### src/rtl/alu_issue_ctrl.sv
// alu_issue_ctrl: issues one instruction at a time to an external clocked ALU
// and writes the registered result back to an 8x8 register file or to the
// condition bit.
//
// Ports:
//   clk_i, rst_n_i              clock, async active-low reset
//   instr_i/instr_valid_i       instruction {op[7:5], R[4:2], rsvd[1:0]}
//   instr_ready_o               high in IDLE only
//   alu_opcode_o/rs_o/rt_o      registered operands presented to the ALU
//   alu_result_i/set_i/zero_i   ALU result, set flag, equality flag
//   ext_we_i/addr_i/data_i      external register-file write port
//   dbg_addr_i/dbg_data_o       combinational register-file read port
//   cb_o                        condition bit
//   done_o                      one-cycle completion pulse (WRITEBACK)
module alu_issue_ctrl #(
   parameter int unsigned DATA_W = 8,
   parameter int unsigned RT_REG = 7
) (
   input  logic              clk_i,
   input  logic              rst_n_i,
   input  logic [7:0]        instr_i,
   input  logic              instr_valid_i,
   output logic              instr_ready_o,
   output logic [2:0]        alu_opcode_o,
   output logic [DATA_W-1:0] alu_rs_o,
   output logic [DATA_W-1:0] alu_rt_o,
   input  logic [DATA_W-1:0] alu_result_i,
   input  logic              alu_set_i,
   input  logic              alu_zero_i,
   input  logic              ext_we_i,
   input  logic [2:0]        ext_addr_i,
   input  logic [DATA_W-1:0] ext_data_i,
   input  logic [2:0]        dbg_addr_i,
   output logic [DATA_W-1:0] dbg_data_o,
   output logic              cb_o,
   output logic              done_o
);

   localparam int unsigned NUM_REGS = 8;
   localparam int unsigned ADDR_W   = 3;
   localparam logic [2:0]  OP_SLT   = 3'b101;
   localparam logic [2:0]  OP_SEQ   = 3'b111;

   typedef enum logic [1:0] {
      IDLE      = 2'd0,
      ISSUE     = 2'd1,
      WRITEBACK = 2'd2
   } state_t;

   state_t state, state_nx;

   logic [DATA_W-1:0] rf [NUM_REGS];
   logic [ADDR_W-1:0] r_q;
   logic              pend_cb;

   logic accept_c;
   logic wb_reg_we_c;
   logic wb_cb_set_c;
   logic wb_cb_seq_c;
   logic ext_commit_c;
   logic unused_instr_c;

   assign unused_instr_c = ^instr_i[1:0];

   // State register
   always_ff @(posedge clk_i or negedge rst_n_i) begin
      if (!rst_n_i) state <= IDLE;
      else          state <= state_nx;
   end

   // Next state and per-cycle control strobes
   always_comb begin
      state_nx     = state;
      accept_c     = 1'b0;
      wb_reg_we_c  = 1'b0;
      wb_cb_set_c  = 1'b0;
      wb_cb_seq_c  = 1'b0;
      case (state)
         IDLE: begin
            if (instr_valid_i) begin
               accept_c = 1'b1;
               state_nx = ISSUE;
            end
         end
         ISSUE: state_nx = WRITEBACK;
         WRITEBACK: begin
            state_nx    = IDLE;
            wb_cb_set_c = (alu_opcode_o == OP_SLT);
            wb_cb_seq_c = (alu_opcode_o == OP_SEQ);
            wb_reg_we_c = !wb_cb_set_c && !wb_cb_seq_c;
         end
         default: state_nx = IDLE;
      endcase
      // Writeback owns the port when both target the same register
      ext_commit_c = ext_we_i && !(wb_reg_we_c && (ext_addr_i == r_q));
   end

   assign instr_ready_o = (state == IDLE);
   assign done_o        = (state == WRITEBACK);
   assign dbg_data_o    = rf[dbg_addr_i];

   // Register file: external and writeback ports
   always_ff @(posedge clk_i or negedge rst_n_i) begin
      if (!rst_n_i) begin
         for (int i = 0; i < int'(NUM_REGS); i++) rf[i] <= '0;
      end else begin
         if (ext_commit_c) rf[ext_addr_i] <= ext_data_i;
         if (wb_reg_we_c)  rf[r_q]        <= alu_result_i;
      end
   end

   // Operand capture at acceptance; held until the next acceptance
   always_ff @(posedge clk_i or negedge rst_n_i) begin
      if (!rst_n_i) begin
         alu_opcode_o <= '0;
         alu_rs_o     <= '0;
         alu_rt_o     <= '0;
         r_q          <= '0;
      end else if (accept_c) begin
         alu_opcode_o <= instr_i[7:5];
         r_q          <= instr_i[4:2];
         alu_rs_o     <= rf[instr_i[4:2]];
         alu_rt_o     <= rf[ADDR_W'(RT_REG)];
      end
   end

   // Condition bit; seq captures the combinational equality while operands
   // are still at the ALU, then commits it with the writeback
   always_ff @(posedge clk_i or negedge rst_n_i) begin
      if (!rst_n_i) begin
         pend_cb <= 1'b0;
         cb_o    <= 1'b0;
      end else begin
         if (state == ISSUE && alu_opcode_o == OP_SEQ) pend_cb <= alu_zero_i;
         if (wb_cb_set_c)      cb_o <= alu_set_i;
         else if (wb_cb_seq_c) cb_o <= pend_cb;
      end
   end

endmodule
### config.mk
export PLATFORM = sky130hd
export DESIGN_NAME = alu_issue_ctrl
export DESIGN_NICKNAME = d
export VERILOG_FILES = /design/src/rtl/alu_issue_ctrl.sv
export SDC_FILE = /design/constraint.sdc
export NUM_CORES = 1
export LEC_CHECK = 0
export ABC_CLOCK_PERIOD_IN_PS = 1650
export BUFFER_PORTS_ARGS = -buffer_cell sky130_fd_sc_hd__buf_2
export CORE_UTILIZATION = 45
export CTS_BUF_LIST = sky130_fd_sc_hd__clkbuf_2
export DETAILED_ROUTE_END_ITERATION = 7
export PLACE_DENSITY_LB_ADDON = 0.3
export SLEW_MARGIN = 20
export SYNTH_ARGS = -nofsm -noshare
export SYNTH_HDL_FRONTEND = slang
export SYNTH_SLANG_ARGS = --single-unit
### constraint.sdc
create_clock -name clk_i -period 1.65 [get_ports clk_i]
set_clock_uncertainty 0.05 [all_clocks]
set_input_delay 0.33 -clock clk_i [delete_from_list [all_inputs] [get_ports clk_i]]
set_output_delay 0.33 -clock clk_i [all_outputs]
set_load 0.01 [all_outputs]
==> results by group, run 1 <==
Finish
  – Layout area overhead: 35.6%
  – Util after Layout: 62.6%
  – Multi-input gate area: 2990 um^2
  – Layout cells sized above 1: 43.4%
  – Register Area: 2260 um^2
  – Final #Nets: 747
  – Filler cells: 962

STA
  – Worst slew margin: 70.5%
  – Tcrit/Tclk final: 146%
  – RSZ-0062 raised after global routing: true
  – Hold Vio Cnt, Final: 0
  – Post-route setup TNS: -6.11 ns
  – Final Setup Violations: 15
  – Final Max Slew Viols: 0
  – Maximum clock frequency: 414 MHz
  – Post-layout worst setup margin: -0.763 ns
  – Slew @ Worst Pin: 0.442 ns
  – Minimum clock period: 2.41 ns

Placed design
  – IO buf count: 63
  – DP HPWL: 14.0 mm
  – Post-place setup slack: -0.323 ns
  – Final Wtd Congestion: 0.943

Drt
  – DRT iter0 DRCs: 636
  – # DRC: 8
  – Drt wl/cell: 23.1 um
  – Drt pass-1 iters: 8
  – Post-route ant nets: 0
  – Vias/cell: 6.34
  – Drt total wl: 20.0 mm
  – DR vias: 5477

Global route
  – GRT Total Usage: 32.2%
  – GRT overflow: 0
  – First-pass GRT wire length: 29.9 mm
  – Largest net degree at the start of global routing: 34
  – Vias in the first global route: 5188
  – Initial antenna violation count: 1

Synthesis
  – Syn Area/Cell: 10.2 um^2
  – Top_reg_cell synth: dfrtp_1
  – Seq/Total Area, Yosys: 40.8%
  – Synthesis-stage register bit count: 90
  – Cell Area, Synth: 5520 um^2
  – Unique masters post-synth: 31
  – Cell count after synthesis: 540
  – Syn nets: 576
  – Async S/R FF share, synth: 100%
  – Number of synthesized flops with an enable pin: 0
  – Warnings, synthesis: 0

Worst setup path
  – CP Capture Type: primary output
  – Crit path kind: reg2out
  – Critical path's largest stage delay: 0.52 ns
  – Worst-path cell chain: mux4_2 > mux2_4 > buf_6
  – Crit path DAT: 2.03 ns
  – Worst-path fanout max: 3
  – Critical path startpoint category: register
  – Worst-path cell with the longest stage delay: dfrtp_1
  – CP required: 1.27 ns

Pwr
  – VDD IR max: 0.627 mV
  – Design Power: 9.96 mW
  – Cell area power density: 1330 nW/um^2
  – Leak: 3.29 nW

Clock network
  – Clock Path Buffers: 2
  – Clock latency on the worst-skew pair: 0.61 ns
  – Num CTS Buffers: 9
  – H-Tree Level Count: 3
  – CTS tree: built
  – CTS Sinks: 90
  – Root Buffer: clkbuf_2
  – CTS clk-pin slew, worst paths: 0.26 ns

Floorplan
  – Starting density of the core: 46.2%
  – I/O pin total: 66
  – Die Span Y: 113 um
  – FP Rows: 40
  – Die area: 12700 um^2
  – Core area: 12000 um^2
  – Die width: 113 um

Min path
  – HP Class: in2reg

Flow run
  – Max-Cap Viols: 0

Outcome
  – Failing checks: design-rule violations, negative setup slack
  – Status: finished, violations left
-- critical path, delay by kind of cell, from the launching register on --
| family | cells | cell delay (ns) |
|---|---|---|
| buf+inv | 1 | 0.12 |
| flops | 1 | 0.52 |
| mux | 2 | 0.79 |
-- flip-flops by register name, indices dropped and copies added (netlist names) --
| name | count |
|---|---|
| cb_o | 1 |
| alu_rs_o | 8 |
| r_q | 3 |
| alu_opcode_o | 3 |
| rf | 64 |
| alu_rt_o | 8 |
| state | 2 |
| pend_cb | 1 |
-- cell usage in the layout (no fill, tap or decap), drive strengths merged, types with 9 or more instances in the layout --
master       netlist  final
a21oi              9      9
a31oi             65     65
buf               50    200
clkbuf            14     10
dfrtp             90     90
dlygate4sd3        0     23
mux2              23     23
mux2i              9      9
mux4              32     32
nand3             69     69
nand4              9      9
nor2              75     75
o21ai             64     64
-- kinds of logic (layout without fill, tap and decap cells) --
| family | Yosys count | after routing | synth area share [%] |
|---|---|---|---|
| DFF | 90 | 90 | 40.8 |
| muxes | 64 | 64 | 20.4 |
| AOI/OAI and AO/OA | 138 | 138 | 14.0 |
| other | 0 | 1 | 0 |
| buffers and inverters | 64 | 240 | 7.59 |
| xor gates and xnor gates | 1 | 1 | 0.499 |
| and+or+nand+nor | 183 | 183 | 16.7 |
-- area by class of cell --
cell class                      instances  area share, %
Antenna cell                            1         0.0334
Clock buffer                            9          0.602
Clock inverter                          7           1.12
Multi-Input combinational cell        386           39.9
Sequential cell                        90           30.1
Tap cell                              147           2.46
Timing Repair Buffer                  224           25.7
-- worst paths after layout --
check                           endpoint  cells after the start  slack (ns)           from
max                        dbg_data_o[0]                      3       -0.76          rf[0]
min                             state[0]                      3        0.11  instr_valid_i
max reg2reg                       rf[41]                      6       -0.05         r_q[0]
min reg2reg                  alu_rt_o[3]                      1        0.49    alu_rt_o[3]
max in group asynchronous         rf[54]                      3        0.59        rst_n_i
min in group asynchronous    alu_rs_o[4]                      3        0.15        rst_n_i
-- synth_stat cells (all sizes together) (6+ instances only) --
master  number  share of area, %
o21ai       64               5.8
dfrtp       90                41
mux2        23               4.7
and2         6              0.68
nand3       69               6.3
a31oi       65               7.4
a21oi        9              0.82
mux4        32                14
clkbuf      14               1.0
nor2        75               5.1
mux2i        9               1.6
nand4        9               1.0
buf         50               6.6
-- layer usage --
layer  share of wire [%]  up-vias  track usage, %
met1                  41     2634            45.4
met5                   0        -               0
met2                  44      397            47.8
met3                  11       66            6.96
met4                 3.4        0            14.7
li1                    -     2380               -
-- what timing repair did --
item,CTS,global route
hold buffers,23,0
pin swaps,4,37
hold endpoints to repair,159,0
gates cloned,1,4
resized for setup,18,70
endpoints found under the setup margin,22,62
buffers inserted,14,13
-- report_power, final --
part | internal (mW) | switching (mW) | leakage [nW] | total (mW)
clock | 0.486 | 0.824 | 0.0829 | 1.31
combinational | 2.78 | 1.99 | 2.13 | 4.77
sequential | 3.14 | 0.737 | 1.08 | 3.88
total | 6.41 | 3.55 | 3.29 | 9.96
-- stage by stage --
step / cells / hold slack (ns) / cell area, um^2
CTS: 850 / 0.0641 / 7150
global placement: 798 / 0.138 / 6620
detailed placement: 798 / 0.135 / 6620
floorplan: 540 / -0.0156 / 5530
finish: 864 / 0.109 / 7480
global route: 863 / 0.0839 / 7480
Power figures use the tool's default switching activity.
==> run 2: changes to the inputs <==
Settings changed: MAX_ROUTING_LAYER set to met4.
==> run 2 against run 1 <==
  * The run still ends with design-rule violations, negative setup slack left
  * Clock-buffer cell count unchanged
  * Utilization decreased by 0.16 points
  * Combinational power about the same
  * Critical path type unchanged
  * Largest cell class unchanged
==> results by group, run 2 (same netlist as run 1, synthesis figures left out) <==
Worst setup path
  – Crit path DAT: 2.02 ns (about the same)
  – Worst R2R Setup Slack: -0.13 ns (-0.08 ns)
  – CP required: 1.27 ns (about the same)
  – Setup crit start: rf[1]
  – Reg2reg start: state[0]
  – R2R cell count: 8 (+2)
  – Crit path kind: reg2out
  – Worst setup path endpoint: dbg_data_o[1]
  – Critical path startpoint category: register
  – FF-to-FF End: rf[34]
  – CP Capture Type: primary output
  – Worst-path fanout max: 2 (-1)

Drt
  – Post-route ant nets: 0 (unchanged)
  – Drt total wl: 20.0 mm (-0.14%)
  – Drt wl/cell: 23.3 um (+0.92%)
  – Vias/cell: 6.36 (+0.28%)
  – # DRC: 2 (-6)
  – DR vias: 5435 (-0.77%)
  – DRT iter0 DRCs: 636 (unchanged)
  – Drt pass-1 iters: 8 (unchanged)

Clock network
  – Clock latency on the worst-skew pair: 0.62 ns (about the same)
  – H-Tree Level Count: 3 (unchanged)
  – CTS clk-pin slew, worst paths: 0.28 ns (+0.02 ns)
  – Root Buffer: clkbuf_2
  – CTS Sinks: 90 (unchanged)
  – CTS tree: built
  – Num CTS Buffers: 9 (unchanged)
  – Clock Path Buffers: 2 (unchanged)

Pwr
  – Cell area power density: 1330 nW/um^2 (+0.25%)
  – VDD IR max: 0.558 mV (-11%)
  – Design Power: 9.96 mW (about the same)
  – Leak: 3.25 nW (-1.1%)

Finish
  – Diode count: 0 (-1)
  – Most flops, register: rf
  – Util after Layout: 62.4% (-0.16 points)
  – Commonest cells after routing, fill and taps aside: buf_4, dfrtp_1, nor2_1
  – Layout cells sized above 1: 45.1% (+1.6 points)
  – Biggest regs: rf x64, alu_rs_o x8, alu_rt_o x8
  – Most common cell after layout, fill and taps aside: buf_4
  – Largest register FFs: 64 (unchanged)
  – Filler cells: 975 (+1.4%)
  – Layout area overhead: 35.2%
  – Final #Nets: 739 (-1.1%)

Floorplan
  – I/O pin total: 66 (unchanged)
  – Starting density of the core: 46.2% (unchanged)
  – Die area: 12700 um^2 (unchanged)
  – Core area: 12000 um^2 (unchanged)
  – FP Rows: 40 (unchanged)
  – Die width: 113 um (unchanged)
  – Die Span Y: 113 um (unchanged)

STA
  – Slew @ Worst Pin: 0.496 ns (+0.0543 ns)
  – Final Max Slew Viols: 0 (unchanged)
  – RSZ-0062 raised after global routing: true
  – Hold Vio Cnt, Final: 0 (unchanged)
  – Minimum clock period: 2.40 ns (-0.00962 ns)
  – Fin Hold WS: 0.0950 ns (-0.0137 ns)
  – Post-route setup TNS: -8.46 ns (-2.35 ns)
  – Worst slew margin: 66.9% (-3.5 points)
  – Maximum clock frequency: 416 MHz (+0.40%)
  – Tcrit/Tclk final: 146% (-0.58 points)
  – Final Setup Violations: 58 (+43)
  – Post-layout worst setup margin: -0.753 ns (+0.00962 ns)

Outcome
  – Status: finished, violations left
  – Failing checks: design-rule violations, negative setup slack

Placed design
  – Post-place setup slack: -0.362 ns (-0.0390 ns)
  – DP HPWL: 13.8 mm (-1.4%)
  – Final Wtd Congestion: 0.961 (+1.9%)
  – IO buf count: 63 (unchanged)

Global route
  – Initial antenna violation count: 0 (-1)
  – GRT Total Usage: 32.8% (+0.67 points)
  – First-pass GRT wire length: 29.8 mm (-0.25%)
  – Vias in the first global route: 5364 (+3.4%)
  – GRT overflow: 0 (unchanged)
  – Largest net degree at the start of global routing: 33 (-2.9%)

Flow run
  – Max-Cap Viols: 0 (unchanged)

Min path
  – HP Class: in2async
==> run 2: cell types whose count changed in the layout (fill, tap and decap cells not counted), moves of 3 or more <==
cell	before	now
o21ai_1	25	21
nand3_1	55	50
nand3_2	14	19
o21ai_2	9	20
a31oi_2	4	0
buf_8	1	4
o21ai_0	30	23
buf_6	28	18
a31oi_1	61	65
==> run 2: worst max-delay path, cell delays in order (launching register included) <==
cell and delay [ns]:
dfrtp_1 0.51, mux4_2 0.50, mux2_4 0.27, buf_6 0.12
==> run 2: area by class of cell <==
type                    count  area, um^2  area share (%)
clock buffers               9        45.0           0.603
clock inverters             7        93.8            1.26
multi-input cells         386        3020            40.5
flip-flops and latches     90        2260            30.2
well taps                 147         184            2.46
repair buffers            216        1860            25.0
==> run 2: through the flow <==
stage,area (um^2),instances
after floorplan,5530,540
after CTS,7100,843
after global routing,7460,855
after detailed placement,6640,800
final,7460,855
after global placement,6640,800
==> run 2: worst min path at each step <==
stage,startpoint,end,slack [ns],cells past startpoint
2_1_floorplan,rst_n_i,alu_opcode_o[0],-0.02,0
3_3_place_gp,rst_n_i,alu_rs_o[7],0.28,1
3_5_place_dp,rst_n_i,alu_rs_o[7],0.28,1
4_1_cts,instr_valid_i,state[0],0.08,3
5_1_grt,instr_valid_i,state[0],0.11,3
6_report,rst_n_i,rf[30],0.09,2
==> run 2: per-layer routing <==
metal  global-route usage (%)  share of wire, %  vias up
li1                         -                 -     2352
met1                     43.1                40     2669
met2                     48.4                46      351
met3                     7.87                11       63
met4                     14.9               3.1        0
met5                        -                 0        -
==> run 2: where the power goes <==
| group | total, mW | switching, mW | internal (mW) |
|---|---|---|---|
| combinational | 4.75 | 2.00 | 2.75 |
| sequential | 3.88 | 0.738 | 3.14 |
| clock | 1.33 | 0.837 | 0.496 |
==> run 2: repair_timing <==
item	in CTS	in global routing
hold buffers	22	0
cloned	0	4
buffers inserted	5	10
pin swaps	1	63
setup endpoints to repair	17	54
gates resized for setup	19	84
endpoints found under the hold margin	159	0
